File: config.mk
export PLATFORM = sky130hd
export DESIGN_NAME = store_buffer
export DESIGN_NICKNAME = d
export VERILOG_FILES = /design/src/rtl/sb_pkg.sv /design/src/rtl/sb_fwd_match.sv /design/src/rtl/store_buffer.sv
export SDC_FILE = /design/constraint.sdc
export NUM_CORES = 1
export LEC_CHECK = 0
export CAP_MARGIN = 20
export CORE_MARGIN = 2
export CORE_UTILIZATION = 46
export CTS_BUF_LIST = sky130_fd_sc_hd__clkbuf_2
export CTS_CLUSTER_SIZE = 10
export DETAILED_ROUTE_END_ITERATION = 8
export GPL_TIMING_DRIVEN = 0
export PLACE_DENSITY = 0.72
export SYNTH_ARGS = -nofsm -noshare
export SYNTH_HDL_FRONTEND = slang
export SYNTH_SLANG_ARGS = --single-unit
File: constraint.sdc
create_clock -name clk -period 17.4 [get_ports clk]
set_input_delay 3.48 -clock clk [delete_from_list [all_inputs] [get_ports clk]]
set_output_delay 3.48 -clock clk [all_outputs]
set_load 0.1 [all_outputs]
File: src/rtl/sb_pkg.sv
// -----------------------------------------------------------------------------
// sb_pkg
// Shared types and default sizing for the store buffer.
//   sb_entry_t : one buffered store (word address + data) at the default widths
//   SB_DEPTH   : default number of entries (power of two, >= 2)
//   SB_AW      : default address width
//   SB_DW      : default data width
// -----------------------------------------------------------------------------
package sb_pkg;

  localparam int SB_DEPTH = 4;
  localparam int SB_AW    = 32;
  localparam int SB_DW    = 32;

  typedef struct packed {
    logic [SB_AW-1:0] adr;
    logic [SB_DW-1:0] data;
  } sb_entry_t;

endpackage : sb_pkg

File: src/rtl/sb_fwd_match.sv
// -----------------------------------------------------------------------------
// sb_fwd_match
// Combinational youngest-match selector for store-to-load forwarding.
// Scans the entries from oldest to youngest relative to wr_ptr, so the entry
// nearest wr_ptr-1 that is valid and whose tag matches wins.
// Ports:
//   tag    in  TW          word address of the load
//   tags   in  DEPTH x TW  word address of every slot
//   datas  in  DEPTH x DW  data of every slot
//   valid  in  DEPTH       slot holds a live store
//   wr_ptr in  log2(DEPTH) next slot to be written
//   hit    out 1           some valid slot matches
//   data   out DW          data of the youngest match, 0 when no hit
// -----------------------------------------------------------------------------
module sb_fwd_match #(
  parameter int DEPTH = 4,
  parameter int TW    = 30,
  parameter int DW    = 32,
  localparam int PW   = $clog2(DEPTH)
) (
  input  logic [TW-1:0]             tag,
  input  logic [DEPTH-1:0][TW-1:0]  tags,
  input  logic [DEPTH-1:0][DW-1:0]  datas,
  input  logic [DEPTH-1:0]          valid,
  input  logic [PW-1:0]             wr_ptr,
  output logic                      hit,
  output logic [DW-1:0]             data
);

  logic [PW-1:0] idx;

  // NOTE: every output of a combinational block gets a default first so that
  // no path leaves it unassigned, which would otherwise infer a latch.
  always_comb begin
    hit  = 1'b0;
    data = '0;
    idx  = '0;
    // k = DEPTH lands on wr_ptr itself (the oldest slot when full); k = 1 is
    // the youngest. Later matches overwrite earlier ones.
    for (int k = DEPTH; k >= 1; k--) begin
      idx = wr_ptr - PW'(k);
      if (valid[idx] && (tags[idx] == tag)) begin
        hit  = 1'b1;
        data = datas[idx];
      end
    end
  end

endmodule : sb_fwd_match

File: src/rtl/store_buffer.sv
// -----------------------------------------------------------------------------
// store_buffer
// In-order word store buffer between the memory stage and data memory. Stores
// are queued in a circular FIFO and drained to dmem over a valid/ready
// handshake; optionally, loads can be forwarded from buffered stores.
// Build option: define STORE_FWD_EN to build the forwarding comparators;
// otherwise LdHit and LdData are tied to 0.
// Ports:
//   clk, reset           rising-edge clock, synchronous active-high reset
//   MemWrite/DataAdr/WriteData  store request from the memory stage
//   StoreStall           store presented while full; core must hold it
//   LdAdr/LdHit/LdData   forwarding lookup for a load address
//   MemValid/MemAdr/MemWData/MemReady  head entry handshake to dmem
//   Empty                nothing buffered (used for fences)
// -----------------------------------------------------------------------------
module store_buffer
  import sb_pkg::*;
#(
  parameter int DEPTH = SB_DEPTH,
  parameter int AW    = SB_AW,
  parameter int DW    = SB_DW
) (
  input  logic          clk,
  input  logic          reset,
  input  logic          MemWrite,
  input  logic [AW-1:0] DataAdr,
  input  logic [DW-1:0] WriteData,
  output logic          StoreStall,
  input  logic [AW-1:0] LdAdr,
  output logic          LdHit,
  output logic [DW-1:0] LdData,
  output logic          MemValid,
  output logic [AW-1:0] MemAdr,
  output logic [DW-1:0] MemWData,
  input  logic          MemReady,
  output logic          Empty
);

  localparam int           PW       = $clog2(DEPTH);
  localparam logic [PW:0]  FULL_CNT = (PW+1)'(DEPTH);

  logic [PW-1:0] wr_ptr;
  logic [PW-1:0] rd_ptr;
  logic [PW:0]   count;
  logic          full;
  logic          push;
  logic          pop;

  logic [AW-1:0] adr_mem  [DEPTH];
  logic [DW-1:0] data_mem [DEPTH];

  assign full       = (count == FULL_CNT);
  assign Empty      = (count == '0);
  assign MemValid   = ~Empty;
  assign StoreStall = MemWrite & full;
  // Full blocks the push even when the head drains this cycle, so MemReady
  // never reaches StoreStall combinationally.
  assign push       = MemWrite & ~full;
  assign pop        = MemValid & MemReady;

  assign MemAdr     = adr_mem[rd_ptr];
  assign MemWData   = data_mem[rd_ptr];

  // NOTE: sequential state uses non-blocking assignments so every flop samples
  // pre-edge values regardless of statement order.
  always_ff @(posedge clk) begin
    if (reset) begin
      wr_ptr <= '0;
      rd_ptr <= '0;
      count  <= '0;
    end else begin
      if (push) wr_ptr <= wr_ptr + 1'b1;
      if (pop)  rd_ptr <= rd_ptr + 1'b1;
      case ({push, pop})
        2'b10:   count <= count + 1'b1;
        2'b01:   count <= count - 1'b1;
        default: count <= count;
      endcase
    end
  end

  // NOTE: the entry storage is deliberately not reset; the pointers and count
  // decide which slots are live, so stale contents are never observed.
  always_ff @(posedge clk) begin
    if (push && !reset) begin
      adr_mem[wr_ptr]  <= DataAdr;
      data_mem[wr_ptr] <= WriteData;
    end
  end

`ifdef STORE_FWD_EN
  logic [DEPTH-1:0][AW-3:0] fwd_tags;
  logic [DEPTH-1:0][DW-1:0] fwd_datas;
  logic [DEPTH-1:0]         fwd_valid;
  logic                     unused_ld;

  // A slot is live when its distance from rd_ptr is below count. The head
  // being popped this cycle is still live here; a store being pushed is not.
  for (genvar i = 0; i < DEPTH; i++) begin : g_slot
    assign fwd_tags[i]  = adr_mem[i][AW-1:2];
    assign fwd_datas[i] = data_mem[i];
    assign fwd_valid[i] = ({1'b0, PW'(i) - rd_ptr} < count);
  end

  sb_fwd_match #(
    .DEPTH (DEPTH),
    .TW    (AW-2),
    .DW    (DW)
  ) u_fwd_match (
    .tag    (LdAdr[AW-1:2]),
    .tags   (fwd_tags),
    .datas  (fwd_datas),
    .valid  (fwd_valid),
    .wr_ptr (wr_ptr),
    .hit    (LdHit),
    .data   (LdData)
  );

  // Byte offset of the load does not take part in the word match.
  assign unused_ld = ^LdAdr[1:0];
`else
  logic unused_ld;

  assign LdHit     = 1'b0;
  assign LdData    = '0;
  assign unused_ld = ^LdAdr;
`endif

endmodule : store_buffer

-- After elaboration in Yosys (flattened, before gate mapping)
Memory sizes are Yosys's and may differ from the RTL's. A register that Yosys moved wholly into a read port is not among the register bits.
Index checks and enable logic that the tools add are counted.
- add/subtract/negate cells: 4
- multipliers: 0
- div/mod/pow operators: 0
- order comparisons: 0
- equality and inequality tests: 3
- shift operators: 0
- mux-type cells: 7
- bitwise gates (word level): 5
- reductions and logical operators: 4
- operators with widths (operator ; count):
    2-bit 2-to-1 mux ; 4
    3-bit case mux with 2 select lines ; 1
    2-bit by 1-bit adder with 2-bit output (second input constant) ; 2
    3-bit by 1-bit adder with 3-bit output (second input constant) ; 1
    1-bit bitwise AND ; 3
    3-bit == test (second input constant) ; 1
    3-bit zero test ; 1
    3-bit by 1-bit subtractor with 3-bit output (second input constant) ; 1
    2-bit by 1-bit == test with 1-bit output (second input constant) ; 1
    2-bit == test (second input constant) ; 1
    1-bit 2-to-1 mux ; 2
    1-bit NOT ; 2
    2-bit nonzero test ; 1
    1-bit logical AND ; 1
    1-bit zero test ; 1
- register bits after elaboration: 7
- latch bits: 0
- bits in writable memories: 256
- ROM bits: 0
- bits of input ports: 100
- output and inout port bits: 100
- word-level logic and storage cells: 28
- memories: 2
- memories (memory ; words ; width ; read ports ; clocked after Yosys merged registers in ; wr ports ; line ; text):
    adr_mem ; 4 ; 32 ; 1 ; 1 ; 1 ; store_buffer.sv:49 ; logic [AW-1:0] adr_mem [DEPTH];
    data_mem ; 4 ; 32 ; 1 ; 1 ; 1 ; store_buffer.sv:50 ; logic [DW-1:0] data_mem [DEPTH];

-- Depth between registers and ports, before layout
- word-level depth: 6
- gate-level depth with buffers: 9
- gate-level depth less buffers: 9

-- Least setup slack after synthesis
OpenSTA, ideal clock, no wires.
- path type: input-to-reg
- start point: input MemWrite
- end point: memory adr_mem[0][0] in the netlist's numbering (enable)
- library setup time: 0.578 ns
- arrival: 8.494 ns
- data required time: 16.822 ns
- path slack: 8.328 ns
- cell stages on the path: 3
- buffers on the path: 0
- cell sequence: a21boi_2 -> inv_1 -> nor3b_1
- cells in the longest elaborated chain, start to end: 4
- ends and longest elaborated chain (item ; line ; text):
    start: declaration ; store_buffer.sv:25 ; input logic MemWrite,
    1-bit bitwise AND ; store_buffer.sv:58 ; assign push = MemWrite & ~full;
    1-bit logical AND ; store_buffer.sv:85 ; if (push && !reset) begin
    1-bit 2-to-1 mux ; store_buffer.sv:85 ;
    1-bit 2-to-1 mux (implied by the code) ; store_buffer.sv:86 ; adr_mem[wr_ptr] <= DataAdr;
    end: declaration ; store_buffer.sv:49 ;
No other way between the ends.

-- Worst setup path in the final report
- start point: input MemWrite
- end point: output StoreStall
- cells in the longest elaborated chain, start to end: 1
- ends and longest elaborated chain (item ; line ; text):
    1-bit bitwise AND ; store_buffer.sv:55 ; assign StoreStall = MemWrite & full;
    end: declaration ; store_buffer.sv:28 ; output logic StoreStall,
No other way between the ends.

==> key figures <==
Timing
  • Clock period minus worst slack: 8.72 ns
  • Maximum clock skew at final layout: 0.0723 ns
  • Final cycle utilization of the critical path: 50.1%
  • Post-route worst hold slack: 0.518 ns
  • Final number of hold-violating endpoints: 0
  • Final critical-path setup slack: 8.68 ns
  • Number of max-slew violations in the final report: 0
  • Fmax achieved: 115 MHz
  • Max_slew headroom: 30.1%
  • Unrepaired setup endpoints after global routing: false
  • Accumulated negative setup slack: 0 ns
  • Slew at the pin closest to its max-slew limit: 1.04 ns
  • Setup violators final: 0

Cells and area
  • Filler Cells Inserted: 1614
  • Finished layout cell area: 12800 µm²
  • Number of nets in the layout: 788
  • Footprint of the multi-input gates: 1860 µm²
  • Post-synthesis to final-layout area growth: 27.6%
  • Final core occ: 59.3%
  • FF/Latch Area: 7870 µm²
  • Fraction of final layout cells sized beyond drive strength 1: 33.7%

Route
  • Initial DRC count: 225
  • Vias per inst: 4.91
  • First-pass iteration count of the detailed router: 5
  • Total wirelength of the detailed-routed design: 18400 µm
  • Number of nets with antenna violations after detailed routing: 0
  • Wire per inst: 18.1 µm
  • Remaining DRCs: 0
  • Number of vias after detailed routing: 4981

Critical path
  • CP required: 13.92 ns
  • Depth of the worst register-to-register path: 7
  • Worst flop-to-flop path startpoint: count[1]
  • Element type at the critical path end: primary output
  • Setup slack on the worst flop-to-flop path: 14.78 ns
  • Critical path peak fanout: 2
  • Worst path top cell family by delay: buffers and inverters
  • Worst Setup Start Kind: input port
  • Critical path start-end classification: input port to primary output
  • Cell type with the highest occurrence count on the critical path: sky130_fd_sc_hd__clkdlybuf4s50_1
  • Terminus of the critical flop-to-flop path: adr_mem[0][18]
  • Worst path arrival time: 5.24 ns
  • Count of buffering cells on the critical path with inverters included: 2
  • Master of the slowest instance on the critical path: sky130_fd_sc_hd__clkdlybuf4s50_1
  • Ordered list of cells on the worst path: clkdlybuf4s50_1 -> and3_2 -> clkdlybuf4s50_1
  • CP peak stage delay: 1.13 ns

Clock tree
  • Cell at the root of the clock tree: sky130_fd_sc_hd__clkbuf_2
  • Post-CTS Hold Fix Bufs: 0
  • H-tree depth reported by CTS: 2
  • Clock network latency to the later pin of the worst-skew pair: 0.84 ns
  • Clock Path Buffers: 3
  • Clock slew at reported path FFs: 0.10 ns
  • # clock sinks: 265
  • CTS tree: done
  • Buffers inserted by post-CTS timing repair: 0
  • CTS resizes: 0
  • Clock buffer count from CTS: 61

Yosys
  • Mean Syn Cell Area: 23.7 µm²
  • Synthesis-stage register bit count: 265
  • Register area share after synthesis: 78.3%
  • Post-synthesis instance area: 10000 µm²
  • Library cells used by synthesis: 29
  • Synth warn: 0
  • Gate Count Post-Synth: 424

Placed design
  • Placement Setup Slack: 8.68 ns
  • Post-DP HPWL: 12600 µm
  • Area after DPL: 12200 µm²
  • Routability cong.: 0.672
  • Number of port buffers: 134

Pwr
  • Internal Pwr Total: 0.00118 W
  • Static power due to leakage: 4.41 nW
  • Sequential share of power: 36.3%
  • Relative contribution of combinational cells to total power: 44.3%
  • Pwr/cell area: 161 nW/µm²
  • Clock power frac: 19.4%
  • Switching power: 0.000886 W
  • Sw Ratio: 43.0%
  • Largest vdd supply drop: 0.187 mV

Floorplan
  • Area of the die: 23000 µm²
  • Number of placement rows: 54
  • Core ar.: 21600 µm²
  • Top-Level Pins: 200
  • Die extent in y: 152 µm
  • Initial Utilization: 46.5%
  • Die X-Extent: 152 µm

Global route
  • Remaining global-route overflow: 0
  • Largest net degree at the start of global routing: 17
  • First-pass GRT wire length: 27600 µm
  • Initial antenna violation count: 1
  • Total global routing track utilization: 15.9%
  • Via count of the first global-routing pass: 5355

Hold path
  • Cell count of the worst hold path: 2
  • Path class of the lowest-slack min-delay path: register to register
  • Hold Path End: rd_ptr[1]
  • Startpoint of the worst hold path: rd_ptr[1]

Job
  • Number of maximum-capacitance constraint violations: 0

Status
  • Outcome: completed
==> cells by family after synthesis <==
logic type	synth area share (%)
buffers and inverters	4.50
adder cells (fa/ha/maj)	0.822
AND/OR/NAND/NOR	1.05
flip-flops	78.3
multiplexers	14.6
other	0.0373
AO/OA/AOI/OAI	0.436
XOR/XNOR	0.262
==> cell usage after synthesis, drive strengths merged <==
master	instances	area share (%)
edfxtp	256	77
mux4	64	14
buf	46	4.1
dfxtp	9	1.8
inv	9	0.34
nor2	8	0.32
ha	5	0.62
nor3b	4	0.30
a21oi	3	0.15
xor2	3	0.26
clkbuf	2	0.087
nand2	2	0.10
nand2b	2	0.12
o21ai	2	0.10
or3	2	0.12
a21boi	1	0.11
and3	1	0.075
conb	1	0.037
fa	1	0.20
mux2	1	0.11
mux2i	1	0.10
o31ai	1	0.075
==> power by group through the flow <==
stage | Clock [W] | Sequential, W | Combinational (W)
after global routing | 0.000448 | 0.000753 | 0.000950
final | 0.000400 | 0.000749 | 0.000913
after CTS | 0.000416 | 0.000750 | 0.000924
after global placement | 0 | 0.000772 | 0.000903
after floorplan | 0 | 0.000766 | 0.000727
after detailed placement | 0 | 0.000764 | 0.000922
==> through the flow <==
step,total power (W),cells
floorplan,0.00149,456
global placement,0.00167,870
detailed placement,0.00169,899
CTS,0.00209,1013
global route,0.00215,1014
finish,0.00206,1014
==> how the worst max path moves through the flow <==
stage | startpoint | endpoint | slack, ns | depth (start not counted)
3_3_place_gp | MemWrite | data_mem[1][8] | 4.04 | 4
5_1_grt | MemWrite | StoreStall | 8.64 | 3
6_report | MemWrite | StoreStall | 8.68 | 3
4_1_cts | MemWrite | StoreStall | 8.67 | 3
2_1_floorplan | MemWrite | adr_mem[0][0] | 8.33 | 3
3_5_place_dp | MemWrite | StoreStall | 8.68 | 3
==> flip-flops by register name (all words and copies together), names as in the netlist, named ones only <==
name      cells
adr_mem     128
data_mem    128
count         3
rd_ptr        2
wr_ptr        2
==> cells in the final DEF, fill, tap and decap left out, types with 2 or more instances in the layout <==
cell and count:
sky130_fd_sc_hd__a21oi_1 3, sky130_fd_sc_hd__buf_12 6, sky130_fd_sc_hd__buf_2 6, sky130_fd_sc_hd__buf_4 33, sky130_fd_sc_hd__buf_6 27, sky130_fd_sc_hd__buf_8 3, sky130_fd_sc_hd__bufinv_16 2, sky130_fd_sc_hd__clkbuf_2 93
sky130_fd_sc_hd__clkdlybuf4s50_1 134, sky130_fd_sc_hd__clkinv_1 17, sky130_fd_sc_hd__clkinv_2 2, sky130_fd_sc_hd__conb_1 33, sky130_fd_sc_hd__dfxtp_1 9, sky130_fd_sc_hd__edfxtp_1 256, sky130_fd_sc_hd__ha_1 5, sky130_fd_sc_hd__inv_1 8
sky130_fd_sc_hd__mux4_2 64, sky130_fd_sc_hd__nand2b_1 2, sky130_fd_sc_hd__nor2_1 7, sky130_fd_sc_hd__nor3b_2 4, sky130_fd_sc_hd__o21ai_0 2, sky130_fd_sc_hd__or3_1 2, sky130_fd_sc_hd__xor2_1 3
==> layout make-up <==
class                      instances  area share, %
tap                              280           2.73
clock buffer                      92           3.59
sequential                       265           61.4
buffer                            48           3.26
inverter                           9          0.264
antenna                            1         0.0195
multi-input combinational        134           14.5
timing repair buffer             163           13.1
clock inverter                    22           1.10
==> worst reg2reg max path, cell delays in order (launching register included) <==
cell and delay [ns]:
sky130_fd_sc_hd__dfxtp_1 0.42, sky130_fd_sc_hd__nor2_2 0.09, sky130_fd_sc_hd__a21boi_2 0.22, sky130_fd_sc_hd__inv_1 0.17, sky130_fd_sc_hd__nor3b_2 0.85, sky130_fd_sc_hd__buf_6 0.27
sky130_fd_sc_hd__buf_6 0.18, sky130_fd_sc_hd__buf_6 0.17
==> layer usage <==
| metal | vias to the layer above | routed length (µm) | track usage (%) |
|---|---|---|---|
| met5 | - | 0 | 0 |
| met4 | 0 | 335 | 5.60 |
| met3 | 36 | 1520 | 5.06 |
| met2 | 204 | 8970 | 26.2 |
| met1 | 2493 | 7570 | 20.1 |
| li1 | 2248 | - | - |
No activity file was read; power rests on OpenSTA's default activity.
